[src/rtl/imem_loader_pkg.sv]
// Shared types and constants for the instruction-memory loader.
//   state_t        : loader FSM encoding
//   BYTES_PER_WORD : host bytes per instruction word
//   LEN_W          : width of the frame length field (word count)
//   WORD_W         : instruction word width
package imem_loader_pkg;

  localparam int unsigned BYTES_PER_WORD = 4;
  localparam int unsigned LEN_W          = 16;
  localparam int unsigned WORD_W         = 32;

  typedef enum logic [2:0] {
    IDLE   = 3'd0,
    LEN_LO = 3'd1,
    LEN_HI = 3'd2,
    DATA   = 3'd3,
    CHK    = 3'd4,
    DONE   = 3'd5
  } state_t;

endpackage

[src/rtl/word_assembler.sv]
// Assembles little-endian 32-bit words from a byte stream.
//   clk, rst        : clock, synchronous active-high reset
//   clear           : drop any partial word and restart at byte 0
//   accept          : byte_in is consumed this cycle
//   byte_in         : incoming byte
//   word_c          : full word formed by the bytes so far plus byte_in
//   word_complete_c : high in the cycle the 4th byte of a word is accepted
module word_assembler
  import imem_loader_pkg::*;
(
  input  logic              clk,
  input  logic              rst,
  input  logic              clear,
  input  logic              accept,
  input  logic [7:0]        byte_in,
  output logic [WORD_W-1:0] word_c,
  output logic              word_complete_c
);

  // Only the first three bytes need storing; the fourth arrives on byte_in.
  logic [WORD_W-9:0] shift_q;
  logic [1:0]        cnt_q;

  always_ff @(posedge clk) begin
    if (rst || clear) begin
      shift_q <= '0;
      cnt_q   <= 2'd0;
    end else if (accept) begin
      shift_q <= {byte_in, shift_q[WORD_W-9:8]};
      cnt_q   <= cnt_q + 2'd1;
    end
  end

  assign word_c          = {byte_in, shift_q};
  assign word_complete_c = accept && (cnt_q == 2'(BYTES_PER_WORD - 1));

endmodule

[src/rtl/imem_loader.sv]
// Instruction-memory loader: receives a length-prefixed byte frame from the
// host and writes the assembled words sequentially into instruction memory
// while holding the core in reset.
//   clk, rst             : clock, synchronous active-high reset
//   start                : begins a load when idle
//   byte_valid/byte_data : host byte stream, byte_ready is the handshake
//   wr_en/wr_addr/wr_data: instruction memory write port (word addressed)
//   core_hold            : core reset while loading
//   done                 : one-cycle end-of-load pulse
//   err                  : sticky overflow (or checksum) error
// Optional: define IMEM_LOADER_CHECKSUM_EN to require a trailing XOR
// checksum byte covering every prior frame byte.
module imem_loader #(
  parameter int unsigned DEPTH  = 32,
  parameter int unsigned ADDR_W = 5
) (
  input  logic              clk,
  input  logic              rst,
  input  logic              start,
  input  logic              byte_valid,
  input  logic [7:0]        byte_data,
  output logic              byte_ready,
  output logic              wr_en,
  output logic [ADDR_W-1:0] wr_addr,
  output logic [31:0]       wr_data,
  output logic              core_hold,
  output logic              done,
  output logic              err
);
  import imem_loader_pkg::*;

`ifdef IMEM_LOADER_CHECKSUM_EN
  localparam state_t TAIL_STATE = CHK;
`else
  localparam state_t TAIL_STATE = DONE;
`endif

  state_t            state;
  logic [LEN_W-1:0]  len;
  logic [LEN_W-1:0]  widx;
  logic              accept_c;
  logic              asm_clear_c;
  logic [WORD_W-1:0] word_c;
  logic              word_complete_c;
`ifdef IMEM_LOADER_CHECKSUM_EN
  logic [7:0]        csum;
`endif

  assign accept_c    = byte_valid && byte_ready;
  assign asm_clear_c = (state == IDLE) && start;

  word_assembler u_asm (
    .clk             (clk),
    .rst             (rst),
    .clear           (asm_clear_c),
    .accept          (accept_c && (state == DATA)),
    .byte_in         (byte_data),
    .word_c          (word_c),
    .word_complete_c (word_complete_c)
  );

  // Loader FSM; byte_ready/done are set alongside the transition so they
  // track the state they belong to.
  always_ff @(posedge clk) begin
    if (rst) begin
      state      <= IDLE;
      len        <= '0;
      widx       <= '0;
      byte_ready <= 1'b0;
      wr_en      <= 1'b0;
      wr_addr    <= '0;
      wr_data    <= '0;
      core_hold  <= 1'b0;
      done       <= 1'b0;
      err        <= 1'b0;
`ifdef IMEM_LOADER_CHECKSUM_EN
      csum       <= 8'h00;
`endif
    end else begin
      wr_en <= 1'b0;
      done  <= 1'b0;
`ifdef IMEM_LOADER_CHECKSUM_EN
      if (accept_c && (state != CHK)) csum <= csum ^ byte_data;
`endif
      unique case (state)
        IDLE: begin
          if (start) begin
            state      <= LEN_LO;
            byte_ready <= 1'b1;
            core_hold  <= 1'b1;
            err        <= 1'b0;
            widx       <= '0;
            len        <= '0;
`ifdef IMEM_LOADER_CHECKSUM_EN
            csum       <= 8'h00;
`endif
          end
        end
        LEN_LO: begin
          if (accept_c) begin
            len[7:0] <= byte_data;
            state    <= LEN_HI;
          end
        end
        LEN_HI: begin
          if (accept_c) begin
            len[15:8] <= byte_data;
            if ({byte_data, len[7:0]} == '0) begin
              state      <= TAIL_STATE;
              byte_ready <= (TAIL_STATE == CHK);
              done       <= (TAIL_STATE == DONE);
            end else begin
              state <= DATA;
            end
          end
        end
        DATA: begin
          if (word_complete_c) begin
            // Words past the end of memory are consumed but dropped.
            if (widx < LEN_W'(DEPTH)) begin
              wr_en   <= 1'b1;
              wr_addr <= ADDR_W'(widx);
              wr_data <= word_c;
            end else begin
              err <= 1'b1;
            end
            widx <= widx + LEN_W'(1);
            if (widx == len - LEN_W'(1)) begin
              state      <= TAIL_STATE;
              byte_ready <= (TAIL_STATE == CHK);
              done       <= (TAIL_STATE == DONE);
            end
          end
        end
`ifdef IMEM_LOADER_CHECKSUM_EN
        CHK: begin
          if (accept_c) begin
            if (byte_data != csum) err <= 1'b1;
            state      <= DONE;
            byte_ready <= 1'b0;
            done       <= 1'b1;
          end
        end
`endif
        DONE: begin
          state     <= IDLE;
          core_hold <= 1'b0;
        end
        default: begin
          state      <= IDLE;
          byte_ready <= 1'b0;
          core_hold  <= 1'b0;
        end
      endcase
    end
  end

endmodule

[config.mk]
export PLATFORM = sky130hd
export DESIGN_NAME = imem_loader
export DESIGN_NICKNAME = d
export VERILOG_FILES = /design/src/rtl/imem_loader_pkg.sv /design/src/rtl/word_assembler.sv /design/src/rtl/imem_loader.sv
export SDC_FILE = /design/constraint.sdc
export NUM_CORES = 1
export LEC_CHECK = 0
export ABC_CLOCK_PERIOD_IN_PS = 1900
export BUFFER_PORTS_ARGS = -buffer_cell sky130_fd_sc_hd__clkbuf_2
export CORE_AREA = 2 2 89 108
export DETAILED_ROUTE_END_ITERATION = 8
export DIE_AREA = 0 0 91 110
export PLACE_DENSITY = 0.73
export SLEW_MARGIN = 20
export SYNTH_ARGS = -nofsm -noshare
export SYNTH_HDL_FRONTEND = slang
export SYNTH_SLANG_ARGS = --single-unit
[constraint.sdc]
create_clock -name clk -period 1.9 [get_ports clk]
set_input_delay 0.38 -clock clk [delete_from_list [all_inputs] [get_ports clk]]
set_output_delay 0.38 -clock clk [all_outputs]
set_load 0.02 [all_outputs]
==> impl_summary.txt, run 1 <==
----------------------------------------------------
[Detailed routing]
  DRC violation count after routing ... 0
  Detail-routed via count per cell ... 5.38
  First drt pass iteration count ... 4
  Average detailed-routed wire length per instance ... 14.5 µm
  Post-detailed-routing wire length ... 11,400 µm
  Drt initial violations ... 283
  Vias post-DR ... 4,232
  Antenna violation net count after detailed routing ... 0

[Die]
  Die X-Extent ... 91 µm
  Die height ... 110 µm
  Placeable core region ... 8940 µm²
  Floorplan die area ... 10,000 µm²
  Starting Density ... 50.5%
  I/O pin total ... 54
  Row count ... 38

[Synthesis]
  Count of mapped cells out of synthesis ... 568
  Ys flop type ... sky130_fd_sc_hd__dfxtp_1
  Proportion of register bits with asynchronous set or reset after synthesis ... 0%
  Post-Syn Area ... 4510 µm²
  Sequential share of the synthesized area ... 45.7%
  Syn Nets ... 584
  Average footprint of a synthesized cell ... 7.95 µm²
  Warnings, synthesis ... 0
  Number of synthesized flops with an enable pin ... 0
  Number of synthesized register bits ... 103
  Netlist cell types ... 57

[Setup path]
  Worst reg2reg path depth ... 10
  Worst setup EP type ... register
  Category of the critical setup timing path ... reg -> reg
  CP Max Fanout ... 4
  Type of origin of the critical path ... register
  Required time of the worst setup path ... 2180 ps
  Arrival time worst endpoint ... 2450 ps

[CTS]
  Clock-pin transition on the worst setup and hold timing paths ... 90 ps
  Number of H-tree levels ... 3
  Clock root cell ... sky130_fd_sc_hd__clkbuf_8
  Latest clock arrival within the worst-skew pair ... 380 ps
  Number of buffers added by the clock tree synthesis step ... 9
  CTS tree ... yes
  Clock Tree Buf Depth ... 2
  Number of hold-repair buffers added at the cts stage ... 0
  TritonCTS sink count ... 103

[Placed design]
  Cell count after placement ... 765
  Count of buffers inserted at the top-level ports ... 53
  Detailed-placement wirelength estimate ... 8140 µm
  Placer congestion estimate ... 0.913

[Timing]
  Max Clk Rate ... 0.459 GHz
  Minimum clock period after layout ... 2180 ps
  Number of endpoints failing setup at the final stage ... 4
  Worst-case headroom to the max-slew limit ... 75.3%
  Number of pins with negative max-slew slack in the final report ... 0
  Total count of hold-check failures in the final report ... 0
  Minimum setup slack in the final design ... -278 ps
  Worst Skew ... 9.64 ps
  Period utilisation layout ... 115%
  Setup repair after global routing missed its margin ... true
  Pin slew with the least headroom to its limit ... 368 ps

[Final layout]
  Synthesis-to-layout area growth ... 25.3%
  Final layout net count ... 677
  Fraction of final layout cells with drive strength greater than 1 ... 26.7%
  Count of placed standard cells in the final layout, fillers left out ... 786
  Total inserted antenna cells ... 0
  Fill cell count ... 815
  Commonest non-fill, non-tap cell in the layout ... sky130_fd_sc_hd__nand2_1
  Most used cells in the layout excluding fill and tap cells ... sky130_fd_sc_hd__nand2_1 (157), sky130_fd_sc_hd__dfxtp_1 (98), sky130_fd_sc_hd__a21oi_1 (88), sky130_fd_sc_hd__buf_4 (58), sky130_fd_sc_hd__clkbuf_2 (53)

[Pwr]
  Final Total Pwr ... 3.95 mW
  Gate power share ... 10.9%
  Sequential Power Share ... 55.3%
  Cell internal power dissipation ... 2.92 mW
  Portion of total power attributed to the clock network ... 33.7%
  Switch share ... 26.1%
  Net switching power of the design ... 1.03 mW
  PD cells ... 699 nW/µm²
  Static leakage ... 2.05 nW
  Max VDD drop ... 0.383 mV

[Run status]
  Run status ... complete, but fails checks
  Failing checks ... setup timing

[Job]
  Max-cap check violation count ... 0

[GRT]
  Global route overflow ... 0
  Overall global routing resource usage ... 23.3%
  Number of antenna violations at the first check in global routing ... 0
  Largest net degree at the start of global routing ... 42
  Vias in the first global route ... 3,898
  First-pass GRT wire length ... 18,400 µm

[Worst hold path]
  Hold/Removal Path Class ... in -> reg
  Hold depth ... 2

----------------------------------------------------
[what timing repair did]
| action | CTS | global route |
|---|---|---|
| endpoints found under the setup margin | 4 | 50 |
| setup buffers | 1 | 4 |
| hold endpoints to repair | 0 | 0 |
| pin swaps | 0 | 7 |
| gates resized for setup | 5 | 28 |
[cell type report]
| type | instances | area (µm²) | share of cell area, % |
|---|---|---|---|
| Clock buffer | 11 | 151 | 2.68 |
| Multi-Input combinational cell | 423 | 2440 | 43.1 |
| Sequential cell | 103 | 2070 | 36.6 |
| Timing Repair Buffer | 115 | 772 | 13.7 |
| Inverter | 9 | 33.8 | 0.597 |
| Clock inverter | 5 | 40.0 | 0.708 |
| Tap cell | 120 | 150 | 2.65 |
[state kept, by name (all words and copies together), names as in the netlist]
signal / cells
byte_ready: 1
core_hold: 1
done: 1
err: 1
len: 16
state: 3
u_asm.cnt_q: 2
u_asm.shift_q: 24
widx: 16
wr_addr: 5
wr_data: 32
wr_en: 1
[cells in the mapped netlist (3+ instances only)]
library cell	number	share of area (%)
sky130_fd_sc_hd__buf_2	5	0.55
sky130_fd_sc_hd__nand2_1	158	13
sky130_fd_sc_hd__nor2_1	24	2.0
sky130_fd_sc_hd__o21ai_0	8	0.89
sky130_fd_sc_hd__clkbuf_1	23	1.9
sky130_fd_sc_hd__nor4_1	4	0.55
sky130_fd_sc_hd__nand3_1	23	2.5
sky130_fd_sc_hd__and3_1	4	0.55
sky130_fd_sc_hd__a211oi_1	3	0.50
sky130_fd_sc_hd__nor3_1	12	1.3
sky130_fd_sc_hd__dfxtp_1	103	46
sky130_fd_sc_hd__nor2b_1	3	0.42
sky130_fd_sc_hd__a21oi_1	91	10
sky130_fd_sc_hd__or3_1	6	0.83
sky130_fd_sc_hd__xnor2_1	20	3.9
sky130_fd_sc_hd__xor2_1	10	1.9
sky130_fd_sc_hd__buf_1	3	0.25
sky130_fd_sc_hd__inv_1	9	0.75
sky130_fd_sc_hd__ha_1	4	1.1
sky130_fd_sc_hd__nand4_1	8	1.1
[stage by stage]
stage	util, %	setup WS (ps)	setup TNS [ps]	hold WS (ps)	instance area (µm²)
floorplan	-	-36.1	-67.2	432	4530
global placement	59.0	-115	-338	442	5270
detailed placement	59.0	-193	-671	446	5270
CTS	61.4	-183	-625	276	5490
global route	63.3	-427	-2520	304	5660
finish	63.3	-278	-1040	290	5660
[power by group through the flow]
stage               sequential, mW  combinational (mW)  clock (mW)
global route                  2.19               0.467        1.45
detailed placement            2.24               0.379           0
CTS                           2.19               0.383        1.36
finish                        2.19               0.432        1.33
floorplan                     2.24               0.226           0
global placement              2.24               0.374           0
[final timing paths]
check,from,end,slack (ps)
min reg2reg,u_asm.shift_q[4],wr_data[4],460
min,rst,wr_addr[1],290
max reg2reg,len[5],state[1],-280
max,len[5],state[1],-280
[metal layers]
metal  wire length [µm]  GRT usage (%)
met5                  0              0
met1               4900           28.6
met3                458           4.21
met2               5740           39.7
met4                320           11.9
[worst max-delay path, cell delays in order (launching register included)]
cell                       delay, ps
sky130_fd_sc_hd__dfxtp_2         350
sky130_fd_sc_hd__buf_6           120
sky130_fd_sc_hd__nor4_4          290
sky130_fd_sc_hd__buf_4           180
sky130_fd_sc_hd__nand4b_4        150
sky130_fd_sc_hd__o41ai_4         320
sky130_fd_sc_hd__a221oi_2        120
sky130_fd_sc_hd__a211oi_2        160
sky130_fd_sc_hd__buf_4           170
sky130_fd_sc_hd__nand2_2          50
sky130_fd_sc_hd__o21a_1          190
[logic make-up (layout without fill, tap and decap cells)]
| kind of cell | Yosys count | after routing | share of synthesized area, % |
|---|---|---|---|
| and+or+nand+nor | 266 | 266 | 27.7 |
| AOI/OAI and AO/OA | 121 | 121 | 15.3 |
| buffers and inverters | 42 | 140 | 3.88 |
| xor gates and xnor gates | 30 | 30 | 5.82 |
| DFF | 103 | 103 | 45.7 |
| adders and majority gates | 4 | 4 | 1.11 |
| muxes | 2 | 2 | 0.499 |
Note: power is estimated with default switching activity, not from simulation.
==> inputs of run 2 (changes only) <==
Settings changed: CORE_AREA 2 2 89 108 to 2 2 97 99, DIE_AREA 0 0 91 110 to 0 0 99 101, PLACE_DENSITY 0.73 to 0.74, RECOVER_POWER from default to 50.
==> impl_summary.txt, run 2 (synthesized netlist as in run 1, its figures left out) <==
----------------------------------------------------
[Timing]
  Total count of hold-check failures in the final report ... 0
  Number of pins with negative max-slew slack in the final report ... 0
  Minimum clock period after layout ... 2100 ps
  Pin slew with the least headroom to its limit ... 490 ps
  Final setup TNS ... -724 ps
  Worst Skew ... 14.4 ps
  Number of endpoints failing setup at the final stage ... 6
  Period utilisation layout ... 110%
  Max Clk Rate ... 0.477 GHz
  Setup repair after global routing missed its margin ... true
  Worst-case headroom to the max-slew limit ... 67.3%
  Fin Hold WS ... 346 ps
  Minimum setup slack in the final design ... -196 ps

[CTS]
  Number of H-tree levels ... 3
  Clock Tree Buf Depth ... 2
  Latest clock arrival within the worst-skew pair ... 380 ps
  TritonCTS sink count ... 103
  Clock root cell ... sky130_fd_sc_hd__clkbuf_8
  Clock-pin transition on the worst setup and hold timing paths ... 100 ps
  Number of buffers added by the clock tree synthesis step ... 9
  CTS tree ... yes

[Setup path]
  Kind of cell with the highest combined delay on the critical path ... simple AND/OR/NAND/NOR gates
  Arrival time worst endpoint ... 2400 ps
  Worst reg2reg path depth ... 5
  Reg-to-Reg Start ... len[4]
  Slack of the worst reg-to-reg path ... -200 ps
  Crit path buffers/inverters ... 0
  Category of the critical setup timing path ... reg -> reg
  CP Max Fanout ... 5
  Required time of the worst setup path ... 2200 ps
  Type of origin of the critical path ... register
  Critical Path Max Stage Delay ... 700 ps
  Worst-path cell with the longest stage delay ... sky130_fd_sc_hd__or4b_2
  Worst setup EP type ... register
  Logic depth of the worst path, buffers included ... 5
  Endpoint of the lowest-slack register-to-register path ... done
  Cells along the critical path ... or3_4 -> nor4_4 -> nand4_1 -> or4b_2 -> a21oi_2

[Pwr]
  Cell internal power dissipation ... 2.85 mW
  Static leakage ... 1.93 nW
  Gate power share ... 10.8%
  Max VDD drop ... 0.370 mV
  PD cells ... 693 nW/µm²
  Portion of total power attributed to the clock network ... 32.8%
  Net switching power of the design ... 1.05 mW
  Switch share ... 26.9%
  Sequential Power Share ... 56.3%

[Die]
  Die height ... 101 µm
  Starting Density ... 50.3%
  Die X-Extent ... 99 µm
  Floorplan die area ... 10000 µm²
  Row count ... 35
  Placeable core region ... 8980 µm²
  I/O pin total ... 54

[GRT]
  Vias in the first global route ... 4,075
  Overall global routing resource usage ... 24.6%
  Number of antenna violations at the first check in global routing ... 0
  Largest net degree at the start of global routing ... 49
  First-pass GRT wire length ... 19,600 µm
  Global route overflow ... 0

[Final layout]
  Final layout net count ... 682
  Total inserted antenna cells ... 0
  Util after Layout ... 62.6%
  Number of flip-flops under the largest register name ... 32
  Registers with the most flip-flops ... wr_data x32, u_asm.shift_q x24
  Most used cells in the layout excluding fill and tap cells ... sky130_fd_sc_hd__nand2_1 (158), sky130_fd_sc_hd__dfxtp_1 (94), sky130_fd_sc_hd__a21oi_1 (88), sky130_fd_sc_hd__buf_4 (62), sky130_fd_sc_hd__clkbuf_1 (41)
  Area of all placed cells without fillers ... 5620 µm²
  Fraction of final layout cells with drive strength greater than 1 ... 20.3%
  Synthesis-to-layout area growth ... 24.5%
  Register with the most flip-flops ... wr_data
  Commonest non-fill, non-tap cell in the layout ... sky130_fd_sc_hd__nand2_1

[Detailed routing]
  Detail-routed via count per cell ... 5.49
  Post-detailed-routing wire length ... 11,900 µm
  First drt pass iteration count ... 5
  Drt initial violations ... 249
  Average detailed-routed wire length per instance ... 15.2 µm
  DRC violation count after routing ... 0
  Antenna violation net count after detailed routing ... 0
  Vias post-DR ... 4,284

[Run status]
  Run status ... complete, but fails checks
  Failing checks ... setup timing

[Job]
  Max-cap check violation count ... 0

[Placed design]
  Placed standard-cell area ... 5300 µm²
  Count of buffers inserted at the top-level ports ... 53
  Detailed-placement wirelength estimate ... 8540 µm
  Placer congestion estimate ... 0.883

[Worst hold path]
  Hold_sp ... byte_data[7]
  Hold depth ... 3
  Hold endpoint ... wr_data[31]
  Hold/Removal Path Class ... in -> reg

----------------------------------------------------
## run 2: changes by cell type in the layout (fill, tap and decap cells not counted), sizes merged
cell | before | now
inv | 11 | 12
clkbuf | 64 | 62
clkinvlp | 2 | 1
clkinv | 1 | 2
buf | 62 | 67
## run 2: layout make-up
class / instances / area (µm²)
inverter: 9 / 33.8
clock buffer: 9 / 124
sequential: 103 / 2080
multi-input combinational: 423 / 2420
clock inverter: 6 / 53.8
fill: 777 / 3360
tap: 111 / 139
timing repair buffer: 120 / 771
## run 2: worst max path at each step
stage / startpoint / endpoint / slack (ps)
after floorplan: len[2] / state[1] / -40
after global placement: len[0] / state[1] / -170
after detailed placement: len[0] / state[1] / -250
after CTS: len[3] / state[1] / -190
after global routing: len[2] / state[1] / -260
final: len[4] / done / -200
## run 2: layer usage
metal  GRT usage (%)  vias up  routed length (µm)
met5               0        -                   0
met4            12.0        0                 375
met3            3.05       24                 544
met2            39.7      127                5570
met1            32.7     2008                5360
li1                -     2125                   -
## run 2: repair_timing
action                                  CTS  global route
hold buffers                              0             0
buffers inserted                          3             3
pin swaps                                11             6
resized for setup                        22            13
endpoints found under the setup margin   14            46
## run 2: power groups by stage
stage	clock, mW	combinational, mW	sequential (mW)
floorplan	0	0.226	2.24
global placement	0	0.369	2.24
detailed placement	0	0.377	2.24
CTS	1.29	0.409	2.19
global route	1.38	0.455	2.20
finish	1.28	0.423	2.19
## run 2: per-stage QoR
step / worst slack (ps) / total power [mW] / std cells
after floorplan: -36.1 / 2.46 / 568
after global placement: -175 / 2.61 / 760
after detailed placement: -249 / 2.62 / 760
after CTS: -194 / 3.90 / 778
after global routing: -260 / 4.03 / 781
final: -196 / 3.90 / 781
## run 2: worst min-delay path, cell delays in order
cell,delay [ps]
sky130_fd_sc_hd__clkbuf_2,150
sky130_fd_sc_hd__nand2_1,80
sky130_fd_sc_hd__a21oi_1,50
